==> src/rtl/traffic_light_seq.sv <==
// Timed traffic-light sequencer for one RGB LED.
// Four run modes (AUTO cycle, MANUAL colour select, FLASH yellow, OFF), a latched
// pedestrian request that may shorten green, and PWM brightness on the LED drive.
// rgb_o is bit-ordered R/G/B = [2]/[1]/[0]; MANUAL codes are 00 WHITE, 01 RED,
// 10 GREEN, 11 YELLOW.
module traffic_light_seq #(
  parameter int TICK_DIV     = 50_000_000,
  parameter int GREEN_TICKS  = 10,
  parameter int YELLOW_TICKS = 3,
  parameter int RED_TICKS    = 10,
  parameter int MIN_GREEN    = 4,
  parameter int FLASH_TICKS  = 1,
  parameter int PWM_BITS     = 8
) (
  input  logic                clk_i,
  input  logic                rst_i,
  input  logic [1:0]          mode_i,
  input  logic [1:0]          sw_i,
  input  logic                ped_req_i,
  input  logic [PWM_BITS-1:0] duty_i,
  output logic [2:0]          rgb_o,
  output logic [1:0]          state_o,
  output logic                ped_ack_o
);

  // LED bit positions and the colours built from them
  localparam int R_POS = 2;
  localparam int G_POS = 1;
  localparam int B_POS = 0;
  localparam logic [2:0] RGB_RED    = 3'(1 << R_POS);
  localparam logic [2:0] RGB_GREEN  = 3'(1 << G_POS);
  localparam logic [2:0] RGB_BLUE   = 3'(1 << B_POS);
  localparam logic [2:0] RGB_YELLOW = RGB_RED | RGB_GREEN;
  localparam logic [2:0] RGB_WHITE  = RGB_RED | RGB_GREEN | RGB_BLUE;

  // MANUAL switch codes
  localparam logic [1:0] SW_WHITE  = 2'b00;
  localparam logic [1:0] SW_RED    = 2'b01;
  localparam logic [1:0] SW_GREEN  = 2'b10;
  localparam logic [1:0] SW_YELLOW = 2'b11;

  // Counter widths; phase counter must hold the longest phase minus one
  localparam int PRE_W  = (TICK_DIV > 1) ? $clog2(TICK_DIV) : 1;
  localparam int PH_MAX = (GREEN_TICKS > RED_TICKS)
                          ? ((GREEN_TICKS > YELLOW_TICKS) ? GREEN_TICKS : YELLOW_TICKS)
                          : ((RED_TICKS > YELLOW_TICKS) ? RED_TICKS : YELLOW_TICKS);
  localparam int PH_W   = $clog2(PH_MAX + 1);
  localparam int FL_W   = $clog2(FLASH_TICKS + 1);

  typedef enum logic [1:0] {
    ST_GREEN  = 2'b00,
    ST_YELLOW = 2'b01,
    ST_RED    = 2'b10
  } state_e;

  typedef enum logic [1:0] {
    M_AUTO   = 2'b00,
    M_MANUAL = 2'b01,
    M_FLASH  = 2'b10,
    M_OFF    = 2'b11
  } mode_e;

  logic [PRE_W-1:0]    presc_q;
  logic [PWM_BITS-1:0] pwm_q;
  mode_e               mode_q, mode_prev_q;
  state_e              state_q, state_d;
  logic [PH_W-1:0]     count_q, count_d;
  logic                ped_q, ped_d;
  logic                flash_on_q, flash_on_d;
  logic [FL_W-1:0]     flash_cnt_q, flash_cnt_d;
  logic [2:0]          rgb_q, rgb_d;

  logic       tick;
  logic       enter_auto;
  logic       red_entry;
  logic       pwm_on;
  logic [2:0] colour;

  assign tick       = (presc_q == PRE_W'(TICK_DIV - 1));
  // FSM reload happens one clock after the registered mode becomes AUTO
  assign enter_auto = (mode_q == M_AUTO) && (mode_prev_q != M_AUTO);

  // Free-running timing prescaler and PWM counter, untouched by mode changes
  always_ff @(posedge clk_i or posedge rst_i) begin
    if (rst_i) begin
      presc_q <= '0;
      pwm_q   <= '0;
    end else begin
      presc_q <= tick ? '0 : presc_q + 1'b1;
      pwm_q   <= pwm_q + 1'b1;
    end
  end

  // Registered mode plus its previous value for entry detection
  always_ff @(posedge clk_i or posedge rst_i) begin
    if (rst_i) begin
      mode_q      <= M_AUTO;
      mode_prev_q <= M_AUTO;
    end else begin
      mode_q      <= mode_e'(mode_i);
      mode_prev_q <= mode_q;
    end
  end

  // AUTO phase sequencing; frozen whenever the registered mode is not AUTO
  always_comb begin
    state_d = state_q;
    count_d = count_q;
    if (enter_auto) begin
      state_d = ST_RED;
      count_d = '0;
    end else if (mode_q == M_AUTO && tick) begin
      count_d = count_q + 1'b1;
      case (state_q)
        ST_RED: begin
          if (count_q == PH_W'(RED_TICKS - 1)) begin
            state_d = ST_GREEN;
            count_d = '0;
          end
        end
        ST_GREEN: begin
          if (count_q == PH_W'(GREEN_TICKS - 1) ||
              (ped_q && count_q >= PH_W'(MIN_GREEN - 1))) begin
            state_d = ST_YELLOW;
            count_d = '0;
          end
        end
        ST_YELLOW: begin
          if (count_q == PH_W'(YELLOW_TICKS - 1)) begin
            state_d = ST_RED;
            count_d = '0;
          end
        end
        default: begin
          state_d = ST_RED;
          count_d = '0;
        end
      endcase
    end
  end

  // Pedestrian latch: clearing (RED entry or not in AUTO) beats setting
  always_comb begin
    red_entry = (state_d == ST_RED) && ((state_q != ST_RED) || enter_auto);
    ped_d     = ped_q;
    if (mode_q != M_AUTO || red_entry) begin
      ped_d = 1'b0;
    end else if (ped_req_i && state_q != ST_RED) begin
      ped_d = 1'b1;
    end
  end

  // Flash phase: held off outside FLASH so it always starts dark on entry
  always_comb begin
    flash_on_d  = flash_on_q;
    flash_cnt_d = flash_cnt_q;
    if (mode_q != M_FLASH) begin
      flash_on_d  = 1'b0;
      flash_cnt_d = '0;
    end else if (tick) begin
      if (flash_cnt_q == FL_W'(FLASH_TICKS - 1)) begin
        flash_on_d  = ~flash_on_q;
        flash_cnt_d = '0;
      end else begin
        flash_cnt_d = flash_cnt_q + 1'b1;
      end
    end
  end

  // Colour selection from the registered mode/state, gated by PWM
  always_comb begin
    colour = 3'b000;
    case (mode_q)
      M_AUTO: begin
        case (state_q)
          ST_GREEN:  colour = RGB_GREEN;
          ST_YELLOW: colour = RGB_YELLOW;
          default:   colour = RGB_RED;
        endcase
      end
      M_MANUAL: begin
        case (sw_i)
          SW_WHITE:  colour = RGB_WHITE;
          SW_RED:    colour = RGB_RED;
          SW_GREEN:  colour = RGB_GREEN;
          SW_YELLOW: colour = RGB_YELLOW;
          default:   colour = 3'b000;
        endcase
      end
      M_FLASH: colour = flash_on_q ? RGB_YELLOW : 3'b000;
      default: colour = 3'b000;
    endcase
    pwm_on = (pwm_q < duty_i) | (&duty_i);
    rgb_d  = colour & {3{pwm_on}};
  end

  // State, latch, flash and LED output registers
  always_ff @(posedge clk_i or posedge rst_i) begin
    if (rst_i) begin
      state_q     <= ST_RED;
      count_q     <= '0;
      ped_q       <= 1'b0;
      flash_on_q  <= 1'b0;
      flash_cnt_q <= '0;
      rgb_q       <= 3'b000;
    end else begin
      state_q     <= state_d;
      count_q     <= count_d;
      ped_q       <= ped_d;
      flash_on_q  <= flash_on_d;
      flash_cnt_q <= flash_cnt_d;
      rgb_q       <= rgb_d;
    end
  end

  assign rgb_o     = rgb_q;
  assign state_o   = state_q;
  assign ped_ack_o = ped_q;

endmodule

==> config.mk <==
export PLATFORM = sky130hd
export DESIGN_NAME = traffic_light_seq
export DESIGN_NICKNAME = d
export VERILOG_FILES = /design/src/rtl/traffic_light_seq.sv
export SDC_FILE = /design/constraint.sdc
export NUM_CORES = 1
export LEC_CHECK = 0
export CORE_UTILIZATION = 50
export CTS_CLUSTER_DIAMETER = 50
export DETAILED_ROUTE_END_ITERATION = 6
export GPL_TIMING_DRIVEN = 0
export PLACE_DENSITY_LB_ADDON = 0.2
export SYNTH_ARGS = -nofsm -noshare
export SYNTH_HDL_FRONTEND = slang
export SYNTH_SLANG_ARGS = --single-unit
==> constraint.sdc <==
create_clock -name clk_i -period 2.6 [get_ports clk_i]
set_clock_uncertainty 0.15 [all_clocks]
set_input_delay 0.39 -clock clk_i [delete_from_list [all_inputs] [get_ports clk_i]]
set_output_delay 0.39 -clock clk_i [all_outputs]
set_load 0.03 [all_outputs]
==> metrics.csv <==
stage;metric;value;unit
layout;n_diodes;0;
worst_setup_path;Critical Path Max Stage Delay;0.50;ns
timing;final slew viol count;0;
synth;area share of the largest cell type after synthesis;0.469;
placed_design;GP Congestion;0.856;
timing;Final Hold Fails;0;
floorplan;chip width;73.5;um
global_routing;first-pass GRT wire length;8200;um
cts;Hold Buf Count CTS;0;
worst_setup_path;Setup CP Type;flip-flop to flip-flop;
worst_setup_path;CP arrival;2.56;ns
worst_setup_path;Reg2Reg Launch Point;presc_q[0];
cts;register clock-pin slew on the reported worst setup and hold paths;0.09;ns
detailed_routing;Routed Antenna Nets;0;
cts;H-tree levels;2;
timing;hold slack;0.227;ns
power_and_ir_drop;Tot Pwr;1400;uW
timing;Final WS setup;0.118;ns
worst_setup_path;Slowest-stage cell, CP;or4_1;
worst_setup_path;Critical Path Fanout Max;7;
layout;fraction of layout cells with a size suffix above 1;0.0660;
power_and_ir_drop;Power Dens Cells;468;nW/um^2
synth;Syn Inst Count;259;
worst_setup_path;Setup crit start kind;flip-flop;
layout;Syn-to-layout area delta;17.3;%
synth;most common library cells after synthesis;dfrtp_1, nor2_1, nand2_1, nand3_1, xor2_1;
floorplan;Ports;21;
job;# Max-Cap Violations;0;
floorplan;die area;5410;sq um
cts;post-CTS setup buffer count;0;
detailed_routing;wire per inst;13.4;um
worst_setup_path;RR Endpoint;state_o[0];
worst_setup_path;r2r worst-path depth;8;
power_and_ir_drop;logic gate share of total power;0.054;
worst_setup_path;WP data required;2.68;ns
worst_setup_path;delay-heaviest family, CP;simple AND/OR/NAND/NOR gates;
cts;Num CTS Buffers;5;
global_routing;vias in the first global route;1820;
power_and_ir_drop;Switch Pwr;287;uW
worst_setup_path;CP bufs+invs;2;
power_and_ir_drop;Max VDD drop;368;uV
worst_setup_path;Critical Path Source;presc_q[0];
timing;endpoints failing setup;0;
detailed_routing;via count;1971;
cts;worst-case clock buffer depth;2;
power_and_ir_drop;P_leak;0.00132;uW
synth;Synth async-reset ratio;1.00;
cts;post-CTS sizing;0;
detailed_routing;final WL;4750;um
synth;syn nets;286;
placed_design;dpl ws;0.0819;ns
timing;relative slew slack;0.503;
power_and_ir_drop;Clk pwr share;0.396;
synth;Synth area leaders;dfrtp_1, ha_1, xor2_1;
detailed_routing;DR iter-0 viols;110;
placed_design;IO Port Bufs;20;
synth;number of flops mapped to enable cells by yosys;0;
worst_setup_path;crit path to;state_o[0];
synth;Unique masters post-synth;44;
layout;Net count, final;314;
global_routing;largest net degree at the start of global routing;33;
synth;Synth Area per Inst;9.88;sq um
cts;clk_lat worst skew;0.31;ns
floorplan;Initial Utilization;0.531;
floorplan;Core Region;4820;sq um
floorplan;DIE HEIGHT;73.5;um
timing;RSZ-0062 raised after global routing;no;
placed_design;DP HPWL;3390;um
synth;Yosys warning total;0;
detailed_routing;Residual DRC;0;
power_and_ir_drop;sequential share of power;0.550;
power_and_ir_drop;sw frac;0.205;
global_routing;initial antenna violation count;0;
synth;post-synthesis cell area;2560;sq um
synth;Primary FF master, synth;dfrtp_1;
floorplan;Row Count;25;
synth;Seq/Total Area, Yosys;0.480;
timing;fin crit share;0.955;
worst_setup_path;crit-path cells;ha_1 -> nand2_1 -> or2_1 -> buf_6 -> or4_1 -> clkbuf_2 -> a211o_1 -> a21oi_1;
timing;Peak Freq;403;MHz
detailed_routing;Pre-antenna DRT Iters;5;
worst_setup_path;critical path capture point type;flip-flop;
layout;Filler cells;422;
global_routing;gr ovfl total;0;
synth;cell with the most instances after synthesis;dfrtp_1;
timing;Worst-Margin Slew;0.740;ns
worst_setup_path;Reg2Reg Setup Slack;0.12;ns
global_routing;gr usage total;0.200;
synth;post-synth top area cell;dfrtp_1;
cts;clock sink count;49;
synth;Yosys reg bits;49;
detailed_routing;Via density;5.55;
cts;CTS tree;yes;
worst_setup_path;Levels on crit path;8;
power_and_ir_drop;internal power;1120;uW
layout;fin util;0.623;
min_path;Hold Crit Class;primary input to asynchronous set/reset pin;
cts;CTS root buffer;clkbuf_8;
run_status;status;completed;
timing;post-route minimum period;2.48;ns
[registers in the layout (all words and copies together) (netlist names)]
| name | cells |
|---|---|
| mode_q | 2 |
| mode_prev_q | 2 |
| presc_q | 26 |
| flash_on_q | 1 |
| ped_ack_o | 1 |
| state_o | 2 |
| pwm_q | 8 |
| rgb_o | 3 |
| count_q | 4 |
[cell type report]
class | instances | area (sq um) | share of cell area
Multi-Input combinational cell | 188 | 1260 | 0.420
Sequential cell | 49 | 1230 | 0.409
Timing Repair Buffer | 21 | 220 | 0.0734
Clock buffer | 7 | 86.3 | 0.0288
Tap cell | 67 | 83.8 | 0.0279
Inverter | 14 | 52.6 | 0.0175
Buffer | 8 | 41.3 | 0.0138
Clock inverter | 1 | 30.0 | 0.0100
[cell families (layout without fill, tap and decap cells)]
logic type,Yosys count,after routing,synth area share
AO/OA/AOI/OAI,37,37,0.0914
flip-flops,49,49,0.480
AND/OR/NAND/NOR,109,109,0.231
buffers and inverters,22,51,0.0367
XOR/XNOR,30,30,0.103
adder cells (fa/ha/maj),12,12,0.0587
[routing by layer]
layer,track usage,share of wire,up-vias,wire length (um)
met5,0,0,-,0
li1,-,-,971,-
met2,0.311,0.46,40,2190
met1,0.268,0.49,953,2310
met4,0.0726,0.014,0,66
met3,0.0576,0.039,7,185
[layout by cell type, fill, tap and decap left out, drive strengths merged, types with 5 or more instances in the layout]
| master | n |
|---|---|
| dfrtp | 48 |
| nor2 | 24 |
| nand2 | 20 |
| clkdlybuf4s50 | 20 |
| nand3 | 20 |
| xor2 | 17 |
| inv | 14 |
| xnor2 | 13 |
| ha | 12 |
| o21ai | 12 |
| clkbuf | 12 |
| nand4 | 11 |
| and4 | 6 |
| a21oi | 5 |
| nor4 | 5 |
[power by group through the flow]
stage | registers [uW] | logic [uW] | clock network [uW]
6_report | 772 | 76.2 | 556
4_1_cts | 772 | 78.0 | 575
3_5_place_dp | 787 | 77.6 | 0
5_1_grt | 773 | 85.9 | 603
3_3_place_gp | 786 | 73.5 | 0
2_1_floorplan | 791 | 31.6 | 0
[metrics by stage]
step	instances	instance area, sq um	TNS, ns
4_1_cts	355	2980	0
3_5_place_dp	347	2860	0
2_1_floorplan	259	2560	0
6_report	355	3000	0
5_1_grt	355	3000	0
3_3_place_gp	346	2840	-3.07
[worst min-delay path by stage]
stage | from | endpoint | slack [ns] | cells after the start
2_1_floorplan | mode_i[0] | mode_q[0] | 0.27 | 0
3_5_place_dp | pwm_q[7] | pwm_q[7] | 0.32 | 1
5_1_grt | rst_i | presc_q[20] | 0.27 | 2
6_report | rst_i | presc_q[20] | 0.23 | 2
4_1_cts | rst_i | presc_q[20] | 0.23 | 2
3_3_place_gp | pwm_q[7] | pwm_q[7] | 0.32 | 1
No activity file was read; power rests on OpenSTA's default activity.
